[src/rtl/rf_pkg.sv]
// Shared field layout and payload types for the register-file writeback bundle.
package rf_pkg;

    localparam int unsigned RF_AW = 16;
    localparam int unsigned RF_DW = 16;

    function automatic int unsigned ENTRY_W(input int unsigned aw, input int unsigned dw);
        return 3 + aw + dw;
    endfunction

    // Bit offsets inside one entry {valid, retr, locked, tag, val}
    localparam int unsigned OFF_VAL = 0;

    function automatic int unsigned OFF_TAG(input int unsigned dw);
        return dw;
    endfunction

    function automatic int unsigned OFF_LOCKED(input int unsigned aw, input int unsigned dw);
        return aw + dw;
    endfunction

    function automatic int unsigned OFF_RETR(input int unsigned aw, input int unsigned dw);
        return aw + dw + 1;
    endfunction

    function automatic int unsigned OFF_VALID(input int unsigned aw, input int unsigned dw);
        return aw + dw + 2;
    endfunction

    typedef struct packed {
        logic             valid;
        logic             retr;
        logic             locked;
        logic [RF_AW-1:0] tag;
        logic [RF_DW-1:0] val;
    } rf_entry_t;

    typedef struct packed {
        logic [RF_AW-1:0] ptr;
        logic [RF_DW-1:0] val;
    } wb_payload_t;

endpackage

[src/rtl/rf_wb_fifo.sv]
// Power-of-two FIFO with synchronous push/pop exposing head, occupancy and full.
module rf_wb_fifo #(
    parameter int unsigned DEPTH = 4,
    parameter int unsigned W     = 32
) (
    input  logic                     clk,
    input  logic                     rst_n,
    input  logic                     push,
    input  logic                     pop,
    input  logic [W-1:0]             din,
    output logic [W-1:0]             head,
    output logic [$clog2(DEPTH):0]   count,
    output logic                     full
);

    localparam int unsigned PW = $clog2(DEPTH);
    localparam int unsigned CW = PW + 1;

    logic [W-1:0]  mem [DEPTH];
    logic [PW-1:0] wr_ptr;
    logic [PW-1:0] rd_ptr;
    logic          do_push;
    logic          do_pop;

    assign full    = (count == CW'(DEPTH));
    assign do_push = push && !full;
    assign do_pop  = pop && (count != '0);
    assign head    = mem[rd_ptr];

    // Storage is not reset; occupancy gates every read of it
    always_ff @(posedge clk) begin
        if (do_push) begin
            mem[wr_ptr] <= din;
        end
    end

    always_ff @(posedge clk or negedge rst_n) begin
        if (!rst_n) begin
            wr_ptr <= '0;
            rd_ptr <= '0;
            count  <= '0;
        end else begin
            if (do_push) begin
                wr_ptr <= wr_ptr + PW'(1);
            end
            if (do_pop) begin
                rd_ptr <= rd_ptr + PW'(1);
            end
            count <= count + CW'(do_push) - CW'(do_pop);
        end
    end

endmodule

[src/rtl/rf_wb_queue.sv]
// Buffered writeback and fill application for the per-core register-file bundle.
// Define RF_WB_STATS_EN to add the stat_applied / stat_orphan pop counters.
module rf_wb_queue
    import rf_pkg::*;
#(
    parameter int unsigned NCORES = 4,
    parameter int unsigned AW     = 16,
    parameter int unsigned DW     = 16,
    parameter int unsigned DEPTH  = 4
) (
    input  logic                               clk,
    input  logic                               rst_n,
    input  logic [NCORES*ENTRY_W(AW, DW)-1:0]  rf_in,
    output logic [NCORES*ENTRY_W(AW, DW)-1:0]  rf_out,
    input  logic                               wb_valid,
    output logic                               wb_ready,
    input  logic [AW-1:0]                      wb_ptr,
    input  logic [DW-1:0]                      wb_val,
    input  logic                               fill_valid,
    input  logic [AW-1:0]                      fill_addr,
    input  logic [DW-1:0]                      fill_data,
    output logic [$clog2(DEPTH):0]             wb_pending
`ifdef RF_WB_STATS_EN
    ,
    output logic [31:0]                        stat_applied,
    output logic [31:0]                        stat_orphan
`endif
);

    localparam int unsigned EW      = ENTRY_W(AW, DW);
    localparam int unsigned CW      = $clog2(DEPTH) + 1;
    localparam int unsigned B_TAG   = OFF_TAG(DW);
    localparam int unsigned B_LOCK  = OFF_LOCKED(AW, DW);
    localparam int unsigned B_RETR  = OFF_RETR(AW, DW);
    localparam int unsigned B_VALID = OFF_VALID(AW, DW);

    logic              f_v;
    logic [AW-1:0]     f_a;
    logic [DW-1:0]     f_d;
    logic [AW+DW-1:0]  head;
    logic [AW-1:0]     head_ptr;
    logic [DW-1:0]     head_val;
    logic [CW-1:0]     count;
    logic              full;
    logic              head_v;
    logic              stall;
    logic              pop;
    logic [NCORES-1:0] wb_hit;

    // Fill port is registered unconditionally; it never backpressures
    always_ff @(posedge clk or negedge rst_n) begin
        if (!rst_n) begin
            f_v <= 1'b0;
            f_a <= '0;
            f_d <= '0;
        end else begin
            f_v <= fill_valid;
            f_a <= fill_addr;
            f_d <= fill_data;
        end
    end

    rf_wb_fifo #(
        .DEPTH (DEPTH),
        .W     (AW + DW)
    ) u_fifo (
        .clk   (clk),
        .rst_n (rst_n),
        .push  (wb_valid),
        .pop   (pop),
        .din   ({wb_ptr, wb_val}),
        .head  (head),
        .count (count),
        .full  (full)
    );

    assign head_ptr   = head[DW +: AW];
    assign head_val   = head[DW-1:0];
    assign head_v     = (count != '0);
    assign stall      = f_v && head_v && (f_a == head_ptr);
    assign pop        = head_v && !stall;
    assign wb_ready   = !full;
    assign wb_pending = count;

    // Per-entry update: a fill has priority; a head writeback hits every valid matching tag
    for (genvar i = 0; i < NCORES; i++) begin : g_ent
        logic [EW-1:0] e_in;
        logic [EW-1:0] e_out;
        logic          fill_hit;

        assign e_in      = rf_in[i*EW +: EW];
        assign fill_hit  = f_v && e_in[B_RETR] && (e_in[B_TAG +: AW] == f_a);
        assign wb_hit[i] = head_v && e_in[B_VALID] && (e_in[B_TAG +: AW] == head_ptr);

        always_comb begin
            e_out = e_in;
            if (fill_hit) begin
                e_out[B_RETR]        = 1'b0;
                e_out[B_VALID]       = 1'b1;
                e_out[OFF_VAL +: DW] = f_d;
            end else if (wb_hit[i] && !stall) begin
                e_out[B_LOCK]        = 1'b0;
                e_out[OFF_VAL +: DW] = head_val;
            end
        end

        assign rf_out[i*EW +: EW] = e_out;
    end

`ifdef RF_WB_STATS_EN
    logic any_hit;

    assign any_hit = |wb_hit;

    // Saturating pop classification counters
    always_ff @(posedge clk or negedge rst_n) begin
        if (!rst_n) begin
            stat_applied <= '0;
            stat_orphan  <= '0;
        end else if (pop) begin
            if (any_hit) begin
                if (stat_applied != '1) begin
                    stat_applied <= stat_applied + 32'(1);
                end
            end else begin
                if (stat_orphan != '1) begin
                    stat_orphan <= stat_orphan + 32'(1);
                end
            end
        end
    end
`endif

endmodule

[config.mk]
export PLATFORM = sky130hd
export DESIGN_NAME = rf_wb_queue
export DESIGN_NICKNAME = d
export VERILOG_FILES = /design/src/rtl/rf_pkg.sv /design/src/rtl/rf_wb_fifo.sv /design/src/rtl/rf_wb_queue.sv
export SDC_FILE = /design/constraint.sdc
export NUM_CORES = 1
export LEC_CHECK = 0
export CORE_ASPECT_RATIO = 1.2
export CORE_MARGIN = 2
export CORE_UTILIZATION = 40
export DETAILED_ROUTE_END_ITERATION = 8
export PLACE_DENSITY = 0.72
export SYNTH_ARGS = -nofsm -noshare
export SYNTH_HDL_FRONTEND = slang
export SYNTH_SLANG_ARGS = --single-unit
[constraint.sdc]
create_clock -name clk -period 3.88 [get_ports clk]
set_input_delay 0.776 -clock clk [delete_from_list [all_inputs] [get_ports clk]]
set_output_delay 0.776 -clock clk [all_outputs]
set_load 0.03 [all_outputs]
==> flow_metrics.tcl <==
set metrics [dict create \
    cp-start-kind "register" \
    regArea_um2 4847 \
    synthTopCellsByCount "edfxtp_1, nand2_1, xnor2_1" \
    design_area_um2 16700 \
    grt_max_degree 33 \
    synth.most_common_cell "edfxtp_1" \
    firstDrtPassIters 6 \
    hp-class "primary input to async pin" \
    period_minus_slack_ns 4.495 \
    ios 352 \
    synthDistinctLibCells 58 \
    synth_edf_count 128 \
    clock-sinks 168 \
    synth-seq-cells 168 \
    grt_remaining_overflow 0 \
    slew_headroom_pct 63.01 \
    place_inst 1584 \
    rsz0062_at_grt "yes" \
    clkLatencyLatePin_ns 0.43 \
    ys_seq_area_share_pct 47.18 \
    postCtsHoldBufs 0 \
    status "finished with violations" \
    antenna_found_initial 10 \
    finalHoldViolCount 0 \
    die_area_um2 26970 \
    violations "negative setup slack" \
    syn_avg_cell_area_um2 11.82 \
    crit_type "register to output pin" \
    numCtsBuffers 17 \
    report.final.slew_viol_count 0 \
    synth_top_area_share_pct 37.43 \
    syn_to_final_growth_pct 62.62 \
    wl_mm 41.82 \
    htree_levels 4 \
    layout.nets 1550 \
    endpoint_kind "output pin" \
    root_buffer "clkbuf_16" \
    placement.io_buffers 351 \
    max_freq_mhz 222.5 \
    ys.flop_type "edfxtp_1" \
    wl_per_cell_um 24.79 \
    path_max_fanout 8 \
    gp_congestion 0.9549 \
    tightest_slew_ns 0.5548 \
    die_y_um 179.5 \
    clk_pin_slew_ns 0.08 \
    cp.arrival_ns 3.72 \
    initial_utilization_pct 40.45 \
    synthesis.area_um2 10270 \
    leakagePower_nw 6.696 \
    rows 64 \
    die_w_um 150.3 \
    whs_ns 0.3097 \
    synth_top_area_cell "edfxtp_1" \
    irDropWorstVdd_v 0.0005721 \
    drt_iter0_markers 637 \
    grt_pass1_wl_mm 59.78 \
    fin_cells 1687 \
    grt_util_all_layers_pct 30.31 \
    core_area_um2 25380 \
    nFillCells 1901 \
    dpl_cell_area_um2 14660 \
    cts_tree "done" \
    power.density_nw_per_um2 543.4 \
    setup_viol 68 \
    yosys_warnings 0 \
    timing.final.ws_setup_ns -0.6150 \
    synth_nets 1084 \
    cts_buffer_depth 2 \
    synthArstFlopShare_pct 23.81 \
    grt_pass1_vias 9422 \
    drive_gt1_share_pct 35.24 \
    dp_hpwl_mm 31.59 \
    via_per_inst 5.500 \
    cap_violations 0 \
    fin_crit_sh_pct 115.9 \
    setup-tns-final_ns -31.68 \
    finClkSkew_ns 0.01140 \
    route.detailed.drc 0 \
    multi_input_area_um2 5189 \
    num_vias 9279 \
    synthCells 869 \
    antenna_left 0 \
    synth_area_leaders "edfxtp_1, dfrtp_1, mux4_2" \
    required_ns 3.10 \
]
-- cells in the final DEF (no fill, tap or decap), drive strengths merged, types with 10 or more instances in the layout --
master	netlist	layout
a21oi	16	16
a221o	66	66
and2	22	22
buf	86	291
clkbuf	38	21
clkdlybuf4s50	0	270
dfrtp	40	40
edfxtp	128	128
inv	13	22
mux2i	15	15
mux4	32	32
nand2	81	81
nand3	11	11
nand4	18	18
nor2	56	56
nor3	10	10
nor4	15	15
xnor2	75	75
xor2	65	65
-- routing by layer --
metal	global-route usage, %	share of wire, %	vias to the layer above
met2	49.98	49	442
met1	38.10	39	4605
met5	0	0.033	-
li1	-	-	4107
met4	14.64	4.7	2
met3	5.635	6.5	123
-- cells by family (layout without fill, tap and decap cells) --
family | count (synthesis) | count (layout) | synth area share (%)
buffers and inverters | 137 | 616 | 8.152
multiplexers | 52 | 52 | 9.029
adder cells (fa/ha/maj) | 7 | 7 | 0.9260
AND/OR/NAND/NOR | 253 | 253 | 12.65
other | 0 | 9 | 0
flip-flops | 168 | 168 | 47.18
XOR/XNOR | 140 | 140 | 12.09
AO/OA/AOI/OAI | 112 | 112 | 9.979
-- flip-flops by register name (all words and copies together) (netlist names) --
name,count
u_fifo.rd_ptr,2
u_fifo.wr_ptr,2
u_fifo.count,3
f_a,16
u_fifo.mem,128
f_d,16
f_v,1
-- power breakdown --
part | internal, W | total [W] | switching [W]
Combinational | 0.00237 | 0.00490 | 0.00253
Clock | 0.000883 | 0.00173 | 0.000846
Sequential | 0.00230 | 0.00245 | 0.000151
Total | 0.00554 | 0.00907 | 0.00353
-- metrics by stage --
stage	worst slack (ns)	util, %	total power, W
after global placement	-0.8278	57.77	0.006415
final	-0.6150	65.78	0.009074
after global routing	-0.7065	65.78	0.009471
after floorplan	0.1133	-	0.004888
after CTS	-0.5058	63.25	0.008692
after detailed placement	-0.7944	57.77	0.006445
-- cell type report --
| type | count | share of cell area, % |
|---|---|---|
| Antenna cell | 9 | 0.1349 |
| Clock buffer | 17 | 2.548 |
| Clock inverter | 15 | 1.116 |
| Inverter | 13 | 0.2922 |
| Multi-Input combinational cell | 564 | 31.07 |
| Sequential cell | 168 | 29.03 |
| Tap cell | 330 | 2.473 |
| Timing Repair Buffer | 571 | 33.34 |
-- worst paths after layout --
kind / cells past startpoint / slack, ns / from / end
max in group asynchronous: 2 / 2.81 / rst_n / f_a[11]$_DFF_PN0_
hold / removal: 1 / 0.31 / rst_n / f_d[10]$_DFF_PN0_
min in group clk: 2 / 0.60 / u_fifo.count[1]$_DFF_PN0_ / u_fifo.count[2]$_DFF_PN0_
hold reg to reg: 2 / 0.60 / u_fifo.count[1]$_DFF_PN0_ / u_fifo.count[2]$_DFF_PN0_
setup reg to reg: 18 / 0.13 / u_fifo.rd_ptr[0]$_DFFE_PN0P_ / u_fifo.count[2]$_DFF_PN0_
setup / recovery: 13 / -0.62 / u_fifo.rd_ptr[0]$_DFFE_PN0P_ / rf_out[72]
-- critical path, stage by stage (launching register included) --
cell and delay [ns]:
dfrtp_2 0.43, buf_12 0.15, buf_4 0.11, mux4_2 0.57, buf_4 0.18, inv_2 0.06
o2111ai_2 0.12, nor4bb_2 0.45, nor4bb_4 0.31, buf_6 0.17, buf_8 0.13, a21oi_2 0.06
a221o_1 0.35, buf_6 0.17
-- what timing repair did --
item / CTS / global route
cloned: 2 / 1
resized for setup: 273 / 114
pin swaps: 24 / 32
buffers inserted: 40 / 22
endpoints found under the setup margin: 75 / 74
No activity file was read; power rests on OpenSTA's default activity.
